`src/rtl/hb3_pkg.sv`:
```
// Shared definitions for the HB3 ramp controller and its helpers.
package hb3_pkg;

  // FSM encoding of the ramp controller.
  typedef enum logic [1:0] {
    TRACK     = 2'd0,
    STOP_RAMP = 2'd1,
    DEAD      = 2'd2
  } state_t;

  // Width of the duty command sent to the bridge driver.
  localparam int SPEED_W = 8;

  // Bits needed for a counter that runs 0..n-1 (at least one bit).
  function automatic int cnt_w(input int n);
    int w;
    w = 1;
    for (int i = 1; i < 31; i++) begin
      if ((1 << i) < n) w = i + 1;
    end
    return w;
  endfunction

endpackage

```
`src/rtl/hb3_tick_gen.sv`:
```
// Free-running prescaler producing a one-cycle strobe every STEP_DIV clocks.
module hb3_tick_gen
  import hb3_pkg::*;
#(
  parameter int STEP_DIV = 1000
) (
  input  logic clk,
  input  logic rst,
  output logic tick
);

  localparam int CW = cnt_w(STEP_DIV);
  localparam logic [CW-1:0] LAST = CW'(STEP_DIV - 1);

  logic [CW-1:0] count_reg;

  // Count 0..STEP_DIV-1 and wrap.
  always_ff @(posedge clk) begin
    if (rst) begin
      count_reg <= '0;
    end else if (count_reg == LAST) begin
      count_reg <= '0;
    end else begin
      count_reg <= count_reg + CW'(1);
    end
  end

  assign tick = (count_reg == LAST);

endmodule

```
`src/rtl/hb3_ramp_ctrl.sv`:
```
// Slew-rate limited speed/direction command for the HB3 H-bridge.
// Reversals always pass through zero speed and a dead-time hold.
module hb3_ramp_ctrl
  import hb3_pkg::*;
#(
  parameter int STEP_DIV    = 1000,
  parameter int RAMP_STEP   = 1,
  parameter int DEAD_CYCLES = 100000
) (
  input  logic               clk,
  input  logic               rst,
  input  logic [SPEED_W-1:0] target_speed,
  input  logic               target_dir,
  input  logic               stop,
  output logic [SPEED_W-1:0] speed,
  output logic               direction_control,
  output logic               busy,
  output logic               at_target
);

  localparam int DW = cnt_w(DEAD_CYCLES);
  localparam logic [DW-1:0]      DEAD_LAST = DW'(DEAD_CYCLES - 1);
  localparam logic [SPEED_W:0]   STEP9     = (SPEED_W + 1)'(RAMP_STEP);

  state_t             state_reg, state_next;
  logic [SPEED_W-1:0] speed_reg, speed_next;
  logic               dir_reg, dir_next;
  logic [DW-1:0]      dead_reg, dead_next;
  logic               estop_dead_reg, estop_dead_next;
  logic               at_target_reg;
  logic               tick;

  hb3_tick_gen #(.STEP_DIV(STEP_DIV)) u_tick (
    .clk  (clk),
    .rst  (rst),
    .tick (tick)
  );

  // One slew step toward goal in 9-bit arithmetic; lands exactly on goal
  // when it is within one step, so there is no overshoot or wrap.
  function automatic logic [SPEED_W-1:0] step_toward(input logic [SPEED_W-1:0] cur,
                                                     input logic [SPEED_W-1:0] goal);
    logic [SPEED_W:0] cur9, goal9, diff9, res9;
    cur9  = {1'b0, cur};
    goal9 = {1'b0, goal};
    diff9 = (goal9 >= cur9) ? (goal9 - cur9) : (cur9 - goal9);
    if (diff9 <= STEP9)     res9 = goal9;
    else if (goal9 > cur9)  res9 = cur9 + STEP9;
    else                    res9 = cur9 - STEP9;
    return res9[SPEED_W-1:0];
  endfunction

  // State, speed, direction and dead-time registers.
  always_ff @(posedge clk) begin
    if (rst) begin
      state_reg      <= TRACK;
      speed_reg      <= '0;
      dir_reg        <= 1'b0;
      dead_reg       <= '0;
      estop_dead_reg <= 1'b0;
      at_target_reg  <= 1'b0;
    end else begin
      state_reg      <= state_next;
      speed_reg      <= speed_next;
      dir_reg        <= dir_next;
      dead_reg       <= dead_next;
      estop_dead_reg <= estop_dead_next;
      at_target_reg  <= (state_reg == TRACK) && (speed_reg == target_speed) &&
                        (dir_reg == target_dir);
    end
  end

  // Next-state logic; any state transition suppresses the tick step.
  // estop_dead marks a dead time entered by stop, which must run to
  // completion even if the requested direction already matches.
  always_comb begin
    state_next      = state_reg;
    speed_next      = speed_reg;
    dir_next        = dir_reg;
    dead_next       = dead_reg;
    estop_dead_next = estop_dead_reg;
    if (stop) begin
      speed_next      = '0;
      state_next      = DEAD;
      dead_next       = '0;
      estop_dead_next = 1'b1;
    end else begin
      case (state_reg)
        TRACK: begin
          if (target_dir != dir_reg) begin
            if (speed_reg != '0) begin
              state_next = STOP_RAMP;
            end else begin
              state_next = DEAD;
              dead_next  = '0;
            end
          end else if (tick) begin
            speed_next = step_toward(speed_reg, target_speed);
          end
        end
        STOP_RAMP: begin
          if (target_dir == dir_reg) begin
            state_next = TRACK;
          end else if (speed_reg == '0) begin
            state_next = DEAD;
            dead_next  = '0;
          end else if (tick) begin
            speed_next = step_toward(speed_reg, '0);
          end
        end
        DEAD: begin
          speed_next = '0;
          if (!estop_dead_reg && (target_dir == dir_reg)) begin
            state_next = TRACK;
            dead_next  = '0;
          end else if (dead_reg == DEAD_LAST) begin
            dir_next        = target_dir;
            state_next      = TRACK;
            dead_next       = '0;
            estop_dead_next = 1'b0;
          end else begin
            dead_next = dead_reg + DW'(1);
          end
        end
        default: begin
          state_next = TRACK;
          speed_next = '0;
        end
      endcase
    end
  end

  assign speed             = speed_reg;
  assign direction_control = dir_reg;
  assign busy              = (state_reg != TRACK);
  assign at_target         = at_target_reg;

endmodule

```
`config.mk`:
```
export PLATFORM = sky130hd
export DESIGN_NAME = hb3_ramp_ctrl
export DESIGN_NICKNAME = d
export VERILOG_FILES = /design/src/rtl/hb3_pkg.sv /design/src/rtl/hb3_tick_gen.sv /design/src/rtl/hb3_ramp_ctrl.sv
export SDC_FILE = /design/constraint.sdc
export NUM_CORES = 1
export LEC_CHECK = 0
export BUFFER_PORTS_ARGS = -buffer_cell sky130_fd_sc_hd__buf_2
export CAP_MARGIN = 30
export CORE_ASPECT_RATIO = 0.5
export CORE_MARGIN = 2
export CORE_UTILIZATION = 30
export CTS_BUF_LIST = sky130_fd_sc_hd__clkbuf_8
export CTS_CLUSTER_DIAMETER = 40
export DETAILED_ROUTE_END_ITERATION = 12
export SYNTH_ARGS = -nofsm -noshare
export SYNTH_HDL_FRONTEND = slang
export SYNTH_SLANG_ARGS = --single-unit
```
`constraint.sdc`:
```
create_clock -name clk -period 9.25 [get_ports clk]
set_input_delay 2.775 -clock clk [delete_from_list [all_inputs] [get_ports clk]]
set_output_delay 2.775 -clock clk [all_outputs]
set_load 0.01 [all_outputs]
```
; ---- Word level (Yosys, flattened, before mapping)
; Index checks and enable logic that the tools add are counted.
[classes]
add_sub_neg = 7
n_lt_le_gt_ge = 5
n_eq_ne = 22
muxes = 30
bitwise = 2
n_reduce_logical = 19
[op_table]
columns = op, count
row1 = 17-bit 2-to-1 mux, 6
row2 = 8-bit 2-to-1 mux, 8
row3 = 17-bit case mux with 3 select lines, 1
row4 = "9-bit by 1-bit <= comparator with 1-bit output, second input constant", 2
row5 = 9-bit 2-to-1 mux, 2
row6 = 8-bit by 8-bit subtractor with 9-bit output, 2
row7 = "17-bit by 1-bit adder with 17-bit output, second input constant", 1
row8 = "17-bit equality test, second input constant", 1
row9 = "2-bit != test, second input constant", 8
row10 = 8-bit case mux with 2 select lines, 1
row11 = 2-bit 2-to-1 mux, 7
row12 = "10-bit by 1-bit adder with 10-bit output, second input constant", 1
row13 = "10-bit equality test, second input constant", 1
row14 = 5-bit AND reduction, 2
row15 = 3-bit AND reduction, 3
row16 = "1-bit by 8-bit subtractor with 9-bit output, first input constant", 1
row17 = "8-bit by 1-bit adder with 8-bit output, second input constant", 1
row18 = 8-bit equality test, 1
row19 = "1-bit by 8-bit greater-or-equal comparator with 1-bit output, first input constant", 1
row20 = 8-bit greater-or-equal comparator, 1
row21 = 8-bit greater-than comparator, 1
row22 = 8-bit zero test, 1
row23 = "4-bit != test, second input constant", 2
row24 = 8-bit nonzero test, 1
row25 = other kinds (18), 29
[word_totals]
register_bits = 40
inputBits = 12
output_inout_bits = 11
wordCells = 93

; ---- Logic depth before layout (Yosys ltp)
[logic_depth]
word_depth = 8
ltp_mapped = 13

; ---- Hierarchy
; Synthesis repeated with hierarchy kept, for this count alone.
[hier_totals]
hier_cells = 407
area_unflattened_um2 = 3233.1
[modules_own_cells]
columns = module, instances, cells_each, area_each_um2, seq_area_each_um2
row1 = hb3_ramp_ctrl, 1, 353, 2746.4, 600.6
row2 = hb3_tick_gen, 1, 54, 486.7, 200.2

; ---- Worst setup path after synthesis
; Ideal clock, no wire load.
[synth_path]
kind = input port to flip-flop
startpoint = input target_speed[0]
endpoint = register speed_reg[5] (netlist: speed[5])
setup_time_ps = 95
arrival_time_ps = 5083
t_required_ps = 9155
path_slack_ps = 4071
path_stages = 11
path_buffers = 0
path_cell_list = inv_1 ha_1 inv_1 fa_1 a21o_1 a221oi_1 xnor2_1 nor4_1 nor2_1 a2bb2oi_1 a221oi_1
[synth_via]
elab_chain_cells = 7
word_cells_on_any_way = 11
[synth_lines]
columns = item, line_no
row1 = start: declaration, hb3_ramp_ctrl.sv:12  ; input logic [SPEED_W-1:0] target_speed,
row2 = 8-bit by 8-bit subtractor with 9-bit output / 8-bit greater-or-equal comparator (equally long branches), hb3_ramp_ctrl.sv:46  ; diff9 = (goal9 >= cur9) ? (goal9 - cur9) : (cur9 - goal9);
row3 = 9-bit 2-to-1 mux, hb3_ramp_ctrl.sv:46
row4 = 9-bit by 1-bit <= comparator with 1-bit output, hb3_ramp_ctrl.sv:47  ; if (diff9 <= STEP9) res9 = goal9;
row5 = 8-bit 2-to-1 mux (*), hb3_ramp_ctrl.sv:47
row6 = 8-bit 2-to-1 mux (*), hb3_ramp_ctrl.sv:97  ; end else if (tick) begin
row7 = 8-bit 2-to-1 mux (*), hb3_ramp_ctrl.sv:90  ; if (target_dir != dir_reg) begin
row8 = 8-bit case mux with 2 select lines (*), hb3_ramp_ctrl.sv:88  ; case (state_reg)
row9 = end signal: assignment, hb3_ramp_ctrl.sv:64  ; speed_reg <= speed_next;
row10 = end: declaration, hb3_ramp_ctrl.sv:26  ; logic [SPEED_W-1:0] speed_reg, speed_next;
; Every way passes the cells marked *; elsewhere a longest branch is shown, timed or not. The select of a mux whose other input is x is not followed.
; A chain may end at the register's enable or synchronous reset.

; ---- Worst setup path in the final report
; Same ends and word-level chain as after synthesis.

==> results.json <==
{
  "status": "completed",
  "initial_core_util_pct": 31.61,
  "ant_nets": 0,
  "holdPathStages": 1,
  "clk_pin_slew_ns": 0.09,
  "postCtsSetupBuffers": 0,
  "fp.coreArea_um2": 9666,
  "finalInstanceArea_um2": 3376,
  "drc": 0,
  "drv_slew": 0,
  "largest_reg_flops": 17,
  "numClockSinks": 40,
  "nNetsFinal": 439,
  "cp.required_ns": 9.46,
  "reg2regPathDepth": 10,
  "yosysSeqAreaShare_pct": 26.21,
  "ys_types": 59,
  "yosysTopAreaCellShare_pct": 26.21,
  "synthTopCellsByCount": "41 x nor2_1, 40 x dfxtp_1, 31 x a21oi_1",
  "fmax_mhz": 187.4,
  "rows": 25,
  "synth_seq_cells": 40,
  "power_density_nw_per_um2": 127.0,
  "path_class": "input pin to flip-flop",
  "cts_resized": 0,
  "cts_hold_buf": 0,
  "drtIter0Drc": 156,
  "min_to": "u_tick.count_reg[0]",
  "htreeDepth": 2,
  "dr.pass1.iters": 5,
  "avgSynthCellArea_um2": 7.775,
  "switchingPower_uw": 127.2,
  "dieArea_um2": 11060,
  "pin_count": 23,
  "instances_no_fill": 541,
  "slowest_delay_ns": 0.54,
  "maxCapViolations": 0,
  "start_kind": "input pin",
  "gp_congestion": 0.8547,
  "drive_gt1_share_pct": 10.34,
  "antenna_found_initial": 0,
  "clock_latency_ns": 0.29,
  "cts_tree": "built",
  "crit_path_end_kind": "flip-flop",
  "syn-instance-count": 393,
  "yosys_warnings": 0,
  "finClkSkew_ns": 0.006972,
  "fill_cells": 1018,
  "grt_usage_pct": 13.52,
  "die_w_um": 146.7,
  "crit_path_max_fanout": 6,
  "viasPerCell": 5.131,
  "post_dp_cell_area_um2": 3254,
  "combPwrFrac_pct": 22.1,
  "synth_fp_nets": 427,
  "period_share_pct": 57.67,
  "setup_violations": 0,
  "arrival_ns": 5.54,
  "yosysMostFrequentCell": "nor2_1",
  "path_cells": "buf_2, inv_1, ha_1, inv_1, fa_1, a21o_1, a221oi_1, xnor2_1, nor4_1, nor2_1, a2bb2oi_1, a221oi_1",
  "fin_crit_ns": 5.335,
  "peakVddDrop_uv": 70.81,
  "rsz0062_at_grt": "no",
  "utilization_pct": 34.93,
  "syn_to_final_growth_pct": 10.48,
  "slew_headroom_pct": 58.96,
  "synth-edff-count": 0,
  "antenna_cells": 0,
  "grt_pass1_vias": 2564,
  "crit_slowest_cell": "nor4_1",
  "hpwl_mm": 5.588,
  "grt_start_max_net_pins": 17,
  "routed_wirelength_mm": 7.362,
  "crit_path_start": "target_speed[0]",
  "power.share.clock_pct": 35.7,
  "hp-start": "u_tick.count_reg[0]",
  "clockBufferDepth": 2,
  "dp.cells": 533,
  "cts-root-buf": "clkbuf_8",
  "internal_power_uw": 301.4,
  "swShare_pct": 29.68,
  "die_h_um": 75.36,
  "vias": 2776,
  "synth_flop_cell": "dfxtp_1",
  "pwr-share-seq_pct": 42.2,
  "timing.rr.end": "speed[7]",
  "synth_area_leaders": "dfxtp_1 26%, ha_1 8.2%, xnor2_1 5.7%",
  "total_power_uw": 428.6,
  "port_buffers": 22,
  "regToRegSetupSlack_ns": 5.88,
  "worst_pin_slew_ns": 0.6109,
  "r2r_start": "speed[1]",
  "hp-class": "flip-flop to flip-flop",
  "grt_pass1_wl_mm": 12.17,
  "yosysTopAreaCell": "dfxtp_1",
  "finalSetupTns_ns": 0,
  "final_hold_viol_count": 0,
  "syn_area_um2": 3055,
  "avgRoutedWirePerCell_um": 13.61,
  "p_leak_uw": 0.001314,
  "async_reset_ff_share_pct": 0,
  "numCtsBuffers": 5,
  "grt_remaining_overflow": 0
}
routing by layer:
metal	vias to the layer above	global-route usage [%]	share of wire [%]
met5	-	0	0
met1	1307	17.13	50
met3	8	2.216	3.0
met4	0	5.502	1.6
li1	1424	-	-
met2	37	23.74	45
how the worst max path moves through the flow:
stage                     to  slack, ns  cells past startpoint
floorplan           speed[5]       4.07                     11
global placement    speed[5]       3.72                     12
detailed placement  speed[5]       3.59                     12
CTS                 speed[5]       3.88                     12
global route        speed[5]       3.58                     12
finish              speed[5]       3.92                     12
worst max-delay path, delay by kind of cell:
kind,cells,cell delay (ns)
and+or+nand+nor,2,0.80
adders and majority gates,2,0.57
xor gates and xnor gates,1,0.12
AOI/OAI and AO/OA,4,1.01
buffers and inverters,3,0.25
area by class of cell:
type / instances / area (um2) / share of cell area [%]
multi-input combinational: 308 / 2069 / 61.30
sequential: 40 / 800.8 / 23.72
tap: 135 / 168.9 / 5.004
timing repair buffer: 22 / 110.1 / 3.262
inverter: 28 / 105.1 / 3.113
clock buffer: 6 / 82.58 / 2.446
clock inverter: 2 / 38.79 / 1.149
logic make-up after synthesis:
family	count (synthesis)	share of synthesized area, %
and+or+nand+nor	153	26.33
xor gates and xnor gates	31	8.886
adders and majority gates	22	9.500
AOI/OAI and AO/OA	93	20.07
muxes	9	2.949
DFF	40	26.21
buffers and inverters	45	6.060
metrics by stage:
step                setup WS, ns  hold slack (ns)
finish                     3.915           0.4655
global route               3.581           0.5175
CTS                        3.885           0.4689
detailed placement         3.585           0.4475
global placement           3.725           0.4416
floorplan                  4.071           0.4261
power by group through the flow:
stage               logic (uW)  registers, uW  clock network, uW
finish                    94.6            181                153
floorplan                 73.7            182                  0
global route               105            182                163
detailed placement        93.7            185                  0
CTS                       94.5            181                157
global placement          93.3            185                  0
cell usage in the layout, fill, tap and decap left out, types with 9 or more instances in the layout:
master | synthesis | routed
nand3_1 | 17 | 17
xnor2_1 | 20 | 20
ha_1 | 20 | 20
and3_1 | 10 | 10
mux2i_1 | 9 | 9
nand2_1 | 25 | 25
dfxtp_1 | 40 | 40
inv_1 | 24 | 24
xor2_1 | 11 | 11
buf_2 | 1 | 22
a21oi_1 | 31 | 31
o21ai_1 | 20 | 20
nor2_1 | 41 | 41
No activity file was read; power rests on OpenSTA's default activity.
